[config.mk]
export PLATFORM = sky130hd
export DESIGN_NAME = hangman_game_ctrl
export DESIGN_NICKNAME = d
export VERILOG_FILES = /design/src/rtl/hangman_pkg.sv /design/src/rtl/hangman_letter_match.sv /design/src/rtl/hangman_game_ctrl.sv
export SDC_FILE = /design/constraint.sdc
export NUM_CORES = 1
export LEC_CHECK = 0
export ABC_AREA = 1
export ABC_CLOCK_PERIOD_IN_PS = 2630
export BUFFER_PORTS_ARGS = -buffer_cell sky130_fd_sc_hd__buf_4
export CORE_UTILIZATION = 32
export DETAILED_ROUTE_END_ITERATION = 8
export PLACE_DENSITY_LB_ADDON = 0.08
export SLEW_MARGIN = 20
export SYNTH_ARGS = -nofsm -noshare
export SYNTH_HDL_FRONTEND = slang
export SYNTH_SLANG_ARGS = --single-unit
[constraint.sdc]
create_clock -name clock -period 2.63 [get_ports clock]
set_input_delay 0.526 -clock clock [delete_from_list [all_inputs] [get_ports clock]]
set_output_delay 0.526 -clock clock [all_outputs]
set_load 0.005 [all_outputs]
[src/rtl/hangman_pkg.sv]
// Shared definitions for the Hangman game sequencer.
// Holds the draw command codes, key code constants, the controller state
// encoding and small key classification helpers.
package hangman_pkg;

    // Draw engine command codes
    localparam logic [2:0] CMD_CLEAR  = 3'd0;
    localparam logic [2:0] CMD_SLOT   = 3'd1;
    localparam logic [2:0] CMD_LETTER = 3'd2;
    localparam logic [2:0] CMD_PART   = 3'd3;
    localparam logic [2:0] CMD_WIN    = 3'd4;
    localparam logic [2:0] CMD_LOSE   = 3'd5;

    // Key codes
    localparam logic [7:0] KEY_NONE    = 8'h00;
    localparam logic [7:0] KEY_ENTER   = 8'h0A;
    localparam logic [7:0] LETTER_A    = 8'h41;
    localparam logic [7:0] LETTER_Z    = 8'h5A;
    localparam logic [7:0] LOWER_A     = 8'h61;
    localparam logic [7:0] LOWER_Z     = 8'h7A;
    localparam logic [7:0] CASE_OFFSET = 8'h20;

    typedef enum logic [3:0] {
        StInit,
        StEntryPress,
        StEntryRelease,
        StEntryDraw,
        StGuessPress,
        StGuessRelease,
        StCheck,
        StReveal,
        StMissDraw,
        StWin,
        StLose,
        StEnd,
        StEndRelease
    } state_t;

    function automatic logic [7:0] fold_case(input logic [7:0] code);
        if (code >= LOWER_A && code <= LOWER_Z) begin
            return code - CASE_OFFSET;
        end
        return code;
    endfunction

    // Expects an already case-folded code
    function automatic logic is_letter(input logic [7:0] code);
        return (code >= LETTER_A) && (code <= LETTER_Z);
    endfunction

    // States that own an outstanding draw command
    function automatic logic is_draw_state(input state_t st);
        return (st == StInit) || (st == StEntryDraw) || (st == StReveal) ||
               (st == StMissDraw) || (st == StWin) || (st == StLose);
    endfunction

endpackage

[src/rtl/hangman_letter_match.sv]
// Combinational letter matcher.
// Ports:
//   guess    - upper-case guessed letter
//   word     - secret word, one byte per slot
//   word_len - number of valid slots
//   match    - bit i set when slot i is valid and holds the guessed letter
module hangman_letter_match #(
    parameter int unsigned MAX_LEN = 10
) (
    input  logic [7:0]               guess,
    input  logic [MAX_LEN-1:0][7:0]  word,
    input  logic [3:0]               word_len,
    output logic [MAX_LEN-1:0]       match
);

    always_comb begin
        match = '0;
        for (int unsigned i = 0; i < MAX_LEN; i++) begin
            match[i] = (word[i] == guess) && (4'(i) < word_len);
        end
    end

endmodule

[src/rtl/hangman_game_ctrl.sv]
// Hangman game sequencer: captures the secret word from key events, runs the
// guess/check loop and issues every screen update to the drawing engine over
// a single req/done handshake.
// Ports:
//   clock, reset         - system clock, synchronous active-high reset
//   key                  - ASCII code of held key, 0 = none
//   draw_done            - engine accepts the current command
//   draw_req/cmd/arg/char- draw command, held stable until accepted
//   word_len             - letters captured
//   reveal_mask          - revealed slots
//   miss_count           - misses so far
//   won, lost            - end-of-game flags
module hangman_game_ctrl
    import hangman_pkg::*;
#(
    parameter int unsigned MAX_LEN    = 10,
    parameter int unsigned MAX_MISSES = 6
) (
    input  logic               clock,
    input  logic               reset,
    input  logic [7:0]         key,
    input  logic               draw_done,
    output logic               draw_req,
    output logic [2:0]         draw_cmd,
    output logic [3:0]         draw_arg,
    output logic [7:0]         draw_char,
    output logic [3:0]         word_len,
    output logic [MAX_LEN-1:0] reveal_mask,
    output logic [2:0]         miss_count,
    output logic               won,
    output logic               lost
);

    state_t                   state_q, state_d;
    logic [7:0]               key_code_q, key_code_d;
    logic [MAX_LEN-1:0][7:0]  word_q, word_d;
    logic [3:0]               word_len_q, word_len_d;
    logic [7:0]               guess_q, guess_d;
    logic [25:0]              guessed_q, guessed_d;
    logic [MAX_LEN-1:0]       pending_q, pending_d;
    logic [MAX_LEN-1:0]       reveal_q, reveal_d;
    logic [2:0]               miss_q, miss_d;
    logic                     won_q, won_d;
    logic                     lost_q, lost_d;
    logic                     req_q, req_d;
    logic [2:0]               cmd_q, cmd_d;
    logic [3:0]               arg_q, arg_d;
    logic [7:0]               char_q, char_d;

    logic                     hs;
    logic [4:0]               letter_idx;
    logic [MAX_LEN-1:0]       match;
    logic [MAX_LEN-1:0]       len_mask;

    function automatic logic [3:0] lowest_set(input logic [MAX_LEN-1:0] v);
        logic [3:0] idx;
        idx = 4'd0;
        for (int i = MAX_LEN - 1; i >= 0; i--) begin
            if (v[i]) idx = 4'(i);
        end
        return idx;
    endfunction

    hangman_letter_match #(
        .MAX_LEN (MAX_LEN)
    ) u_match (
        .guess    (guess_q),
        .word     (word_q),
        .word_len (word_len_q),
        .match    (match)
    );

    assign letter_idx = 5'(guess_q - LETTER_A);

    always_comb begin
        len_mask = '0;
        for (int unsigned i = 0; i < MAX_LEN; i++) begin
            len_mask[i] = 4'(i) < word_len_q;
        end
    end

    always_comb begin
        state_d    = state_q;
        key_code_d = key_code_q;
        word_d     = word_q;
        word_len_d = word_len_q;
        guess_d    = guess_q;
        guessed_d  = guessed_q;
        pending_d  = pending_q;
        reveal_d   = reveal_q;
        miss_d     = miss_q;
        won_d      = won_q;
        lost_d     = lost_q;
        req_d      = req_q;
        cmd_d      = cmd_q;
        arg_d      = arg_q;
        char_d     = char_q;
        hs         = req_q & draw_done;

        case (state_q)
            StInit: begin
                if (hs) state_d = StEntryPress;
            end
            StEntryPress: begin
                if (key != KEY_NONE) begin
                    key_code_d = fold_case(key);
                    state_d    = StEntryRelease;
                end
            end
            StEntryRelease: begin
                if (key == KEY_NONE) begin
                    state_d = StEntryPress;
                    if (is_letter(key_code_q)) begin
                        if (word_len_q < 4'(MAX_LEN)) begin
                            word_d[word_len_q] = key_code_q;
                            word_len_d         = word_len_q + 4'd1;
                            state_d            = StEntryDraw;
                        end
                    end else if (key_code_q == KEY_ENTER && word_len_q != 4'd0) begin
                        state_d = StGuessPress;
                    end
                end
            end
            StEntryDraw: begin
                if (hs) state_d = StEntryPress;
            end
            StGuessPress: begin
                if (key != KEY_NONE) begin
                    key_code_d = fold_case(key);
                    state_d    = StGuessRelease;
                end
            end
            StGuessRelease: begin
                if (key == KEY_NONE) begin
                    state_d = StGuessPress;
                    if (is_letter(key_code_q)) begin
                        guess_d = key_code_q;
                        state_d = StCheck;
                    end
                end
            end
            StCheck: begin
                if (guessed_q[letter_idx]) begin
                    state_d = StGuessPress;
                end else begin
                    guessed_d[letter_idx] = 1'b1;
                    if (|match) begin
                        pending_d = match;
                        state_d   = StReveal;
                    end else begin
                        state_d = StMissDraw;
                    end
                end
            end
            StReveal: begin
                if (hs) begin
                    // arg_q is the slot of the LETTER command just accepted
                    reveal_d[arg_q]  = 1'b1;
                    pending_d[arg_q] = 1'b0;
                    if (pending_d == '0) begin
                        state_d = ((reveal_d | ~len_mask) == '1) ? StWin : StGuessPress;
                    end
                end
            end
            StMissDraw: begin
                if (hs) begin
                    miss_d  = miss_q + 3'd1;
                    state_d = (miss_d == 3'(MAX_MISSES)) ? StLose : StGuessPress;
                end
            end
            StWin: begin
                if (hs) begin
                    won_d   = 1'b1;
                    state_d = StEnd;
                end
            end
            StLose: begin
                if (hs) begin
                    lost_d  = 1'b1;
                    state_d = StEnd;
                end
            end
            StEnd: begin
                if (key != KEY_NONE) state_d = StEndRelease;
            end
            StEndRelease: begin
                if (key == KEY_NONE) begin
                    state_d    = StInit;
                    word_d     = '0;
                    word_len_d = '0;
                    guessed_d  = '0;
                    pending_d  = '0;
                    reveal_d   = '0;
                    miss_d     = '0;
                    won_d      = 1'b0;
                    lost_d     = 1'b0;
                end
            end
            default: state_d = StInit;
        endcase

        // Completion always drops req for a cycle; a draw state entered with
        // req low raises its command on the same edge as the state change.
        if (hs) begin
            req_d = 1'b0;
        end else if (!req_q && is_draw_state(state_d)) begin
            req_d  = 1'b1;
            arg_d  = '0;
            char_d = '0;
            case (state_d)
                StEntryDraw: begin
                    cmd_d = CMD_SLOT;
                    arg_d = word_len_q;
                end
                StReveal: begin
                    cmd_d  = CMD_LETTER;
                    arg_d  = lowest_set(pending_d);
                    char_d = guess_d;
                end
                StMissDraw: begin
                    cmd_d = CMD_PART;
                    arg_d = {1'b0, miss_q} + 4'd1;
                end
                StWin:   cmd_d = CMD_WIN;
                StLose:  cmd_d = CMD_LOSE;
                default: cmd_d = CMD_CLEAR;
            endcase
        end
    end

    always_ff @(posedge clock) begin
        if (reset) begin
            state_q    <= StInit;
            key_code_q <= '0;
            word_q     <= '0;
            word_len_q <= '0;
            guess_q    <= '0;
            guessed_q  <= '0;
            pending_q  <= '0;
            reveal_q   <= '0;
            miss_q     <= '0;
            won_q      <= 1'b0;
            lost_q     <= 1'b0;
            req_q      <= 1'b0;
            cmd_q      <= '0;
            arg_q      <= '0;
            char_q     <= '0;
        end else begin
            state_q    <= state_d;
            key_code_q <= key_code_d;
            word_q     <= word_d;
            word_len_q <= word_len_d;
            guess_q    <= guess_d;
            guessed_q  <= guessed_d;
            pending_q  <= pending_d;
            reveal_q   <= reveal_d;
            miss_q     <= miss_d;
            won_q      <= won_d;
            lost_q     <= lost_d;
            req_q      <= req_d;
            cmd_q      <= cmd_d;
            arg_q      <= arg_d;
            char_q     <= char_d;
        end
    end

    assign draw_req    = req_q;
    assign draw_cmd    = cmd_q;
    assign draw_arg    = arg_q;
    assign draw_char   = char_q;
    assign word_len    = word_len_q;
    assign reveal_mask = reveal_q;
    assign miss_count  = miss_q;
    assign won         = won_q;
    assign lost        = lost_q;

endmodule

==> impl_metrics.ini <==
[cells_and_area]
final_common_cell = nand2_1
diodes = 0
fill_cells = 3033
layout.cells.non_filler = 2026
area_delta_synth_final_pct = 35.9
layout_common_cells = nand2_1 (384), buf_4 (252), dfxtp_1 (159)
drive_gt1_share_pct = 25.7
nets = 1658

[grt]
grt_max_degree = 67
use_met3_pct = 3.15
grt_usage_pct = 23.1
met1_usage_pct = 32.3
grt_pass1_vias = 9135
grtUsageMet2_pct = 37.4
grt_overflow = 0
top_usage_layer = met2
antenna_found_initial = 0
grt_first_pass_wirelength_microns = 51200

[floorplan]
die_area_sq_um = 29200
die_w_microns = 171
coreArea_sq_um = 27900
die_h_microns = 171
rows = 61
initial_core_util_pct = 32.7
pin_count = 46

[hold_path]
hold_path_class = in2reg
holdPathStages = 2

[timing]
slew_headroom_pct = 46.8
worstMarginPinSlew_ns = 0.799
rsz0062_at_grt = true
drv_slew = 0
setup_viol = 16
max_freq_mhz = 357
clock_skew_ns = 0.0158
period_needed_ns = 2.80
setup_ws_ns = -0.169
hold_viol = 0
fin_crit_sh_pct = 106
fin_tns_setup_ns = -2.28

[worst_setup_path]
path_cells = inv_4, ha_4, nand2_2, inv_2, nor2_4, inv_4, nand2_2, nor2_1, nor2_1, nand2_2, nand2_4, nand4_1, nand2_1, nand2_2, buf_6, nor2_4, nand2_2, nand4_1, nand2_2, buf_12, nand2_2, nand2_2, a21oi_2
worst_path_largest_cell_delay_ns = 0.36
cp.required_ns = 3.00
path_depth = 23
crit_type = reg2reg
critical-path-top-delay-family = simple AND/OR/NAND/NOR gates
critPathMaxFanout = 7
critical-path-slowest-cell = dfxtp_2
r2r_cells = 23
worstPathArrival_ns = 3.17
endpoint_kind = flop
crit_buf_inv = 5
start_kind = flop
cpMostUsedCell = nand2_2

[synth]
ys_seq_area_share_pct = 37.5
synth_cells = 1394
synth_edf_count = 0
synth.area.mux_share_pct = 0
synthesis.area_sq_um = 9130
synth-compound-area-share_pct = 15.0
post_synth_num_cell_types = 42
postSynth.asyncResetShare_pct = 0
synth-simple-area-share_pct = 32.2
ys_top_cells_by_area = dfxtp_1 (37%), nand2_1 (16%), a21oi_1 (7.9%)
synth_xor_xnor_area_share_pct = 4.78
synth_top_cell_by_area = dfxtp_1
postSynthAreaPerCell_sq_um = 6.55
synthAdderAreaFrac_pct = 1.51
ys_ff_latch = 171
syn_nets = 1416
netlist.area_leader.share_pct = 37.5
ys_warn_count = 0
synth-main-ff-cell = dfxtp_1
synth_top_family_by_area = simple AND/OR/NAND/NOR gates

[detailed_routing]
wirelength_microns = 32800
drtPass1Iterations = 5
wl_per_cell_microns = 16.2
drtIter0Drc = 500
num_vias = 9577
via_per_inst = 4.73
ant_nets = 0
route.detailed.drc = 0

[placed_design]
place_congestion = 0.888
hpwl_microns = 24500
placedCellCount = 1974
post-place-ws_ns = -0.275
portBuffers = 45

[clock_tree]
htree_levels = 4
clock-sinks = 171
ctsHoldBuffers = 0
cts.path.max_buffers = 2
clk_pin_slew_ns = 0.07
numCtsBuffers = 17
cts_tree = yes
clk_latency_ns = 0.44
root_buffer = clkbuf_16

[outcome]
status = finished with violations
failed_checks = negative setup slack

[pwr]
vdd_drop_max_v = 0.000404
powerDensity_nw_per_um2 = 556
power.leakage_nw = 5.22

[job]
cap_violations = 0
-- cell type report --
| class | count | area (sq um) | area share [%] |
|---|---|---|---|
| multi-input cells | 1015 | 5160 | 41.6 |
| flip-flops and latches | 171 | 3440 | 27.7 |
| repair buffers | 268 | 2140 | 17.3 |
| inverters | 163 | 634 | 5.11 |
| well taps | 378 | 473 | 3.81 |
| clock buffers | 18 | 429 | 3.46 |
| clock inverters | 13 | 131 | 1.06 |
-- synth_stat cells, types with 6 or more instances --
library cell	count
a31oi_1	8
inv_2	17
a21oi_1	144
dfxtp_1	171
nand2_2	8
buf_2	10
ha_1	11
nor2_2	10
nor3_1	19
o211ai_1	13
nand2_1	401
nor2_1	164
a21oi_2	10
a211oi_1	6
inv_1	145
clkbuf_1	29
xnor2_1	36
nand3_1	67
xor2_1	12
nand4_1	14
o21ai_0	55
-- cell families (layout without fill, tap and decap cells) --
group,after synthesis,in the layout
adder cells (fa/ha/maj),11,11
AO/OA/AOI/OAI,250,250
flip-flops,171,171
AND/OR/NAND/NOR,705,705
XOR/XNOR,49,49
buffers and inverters,208,462
-- registers in the layout, indices dropped and copies added (netlist names) --
register     flops
word_q          80
guessed_q       26
pending_q       10
reveal_mask     10
draw_char        8
guess_q          8
key_code_q       8
draw_arg         4
state_q          4
word_len         4
draw_cmd         3
miss_count       3
draw_req         1
lost             1
won              1
-- path summary, 6_finish.rpt --
path                          from  slack, ns                        to
max reg2reg  guess_q[1]$_SDFF_PP0_      -0.17  draw_arg[0]$_SDFFE_PP0P_
max          guess_q[1]$_SDFF_PP0_      -0.17  draw_arg[0]$_SDFFE_PP0P_
min                          reset       0.34     guess_q[5]$_SDFF_PP0_
min reg2reg       won$_SDFFE_PP0P_       0.45          won$_SDFFE_PP0P_
-- what timing repair did --
item,in CTS,in global routing
gates resized for setup,35,57
cloned,0,0
pin swaps,20,32
buffers inserted,9,12
endpoints found under the setup margin,35,32
-- metal layers --
metal | vias up | share of wire (%)
li1 | 4918 | -
met1 | 4452 | 49
met2 | 171 | 45
met3 | 36 | 3.4
met4 | 0 | 1.8
met5 | - | 0
-- where the power goes --
| part | total (mW) | leakage, nW | internal, mW | switching [mW] |
|---|---|---|---|---|
| Clock | 2.49 | 0.261 | 1.25 | 1.24 |
| Combinational | 1.66 | 3.58 | 0.617 | 1.04 |
| Sequential | 2.75 | 1.39 | 2.69 | 0.0699 |
| Total | 6.90 | 5.22 | 4.55 | 2.35 |
-- per-stage QoR --
stage / hold slack, ns / total power [mW] / cell area (sq um) / util [%]
6_report: 0.342 / 6.90 / 12400 / 44.4
5_1_grt: 0.352 / 7.22 / 12400 / 44.4
4_1_cts: 0.345 / 6.91 / 12100 / 43.5
3_5_place_dp: 0.440 / 4.35 / 11400 / 40.8
3_3_place_gp: 0.437 / 4.35 / 11400 / 40.8
2_1_floorplan: 0.431 / 3.74 / 9190 / -
No activity file was read; power rests on OpenSTA's default activity.
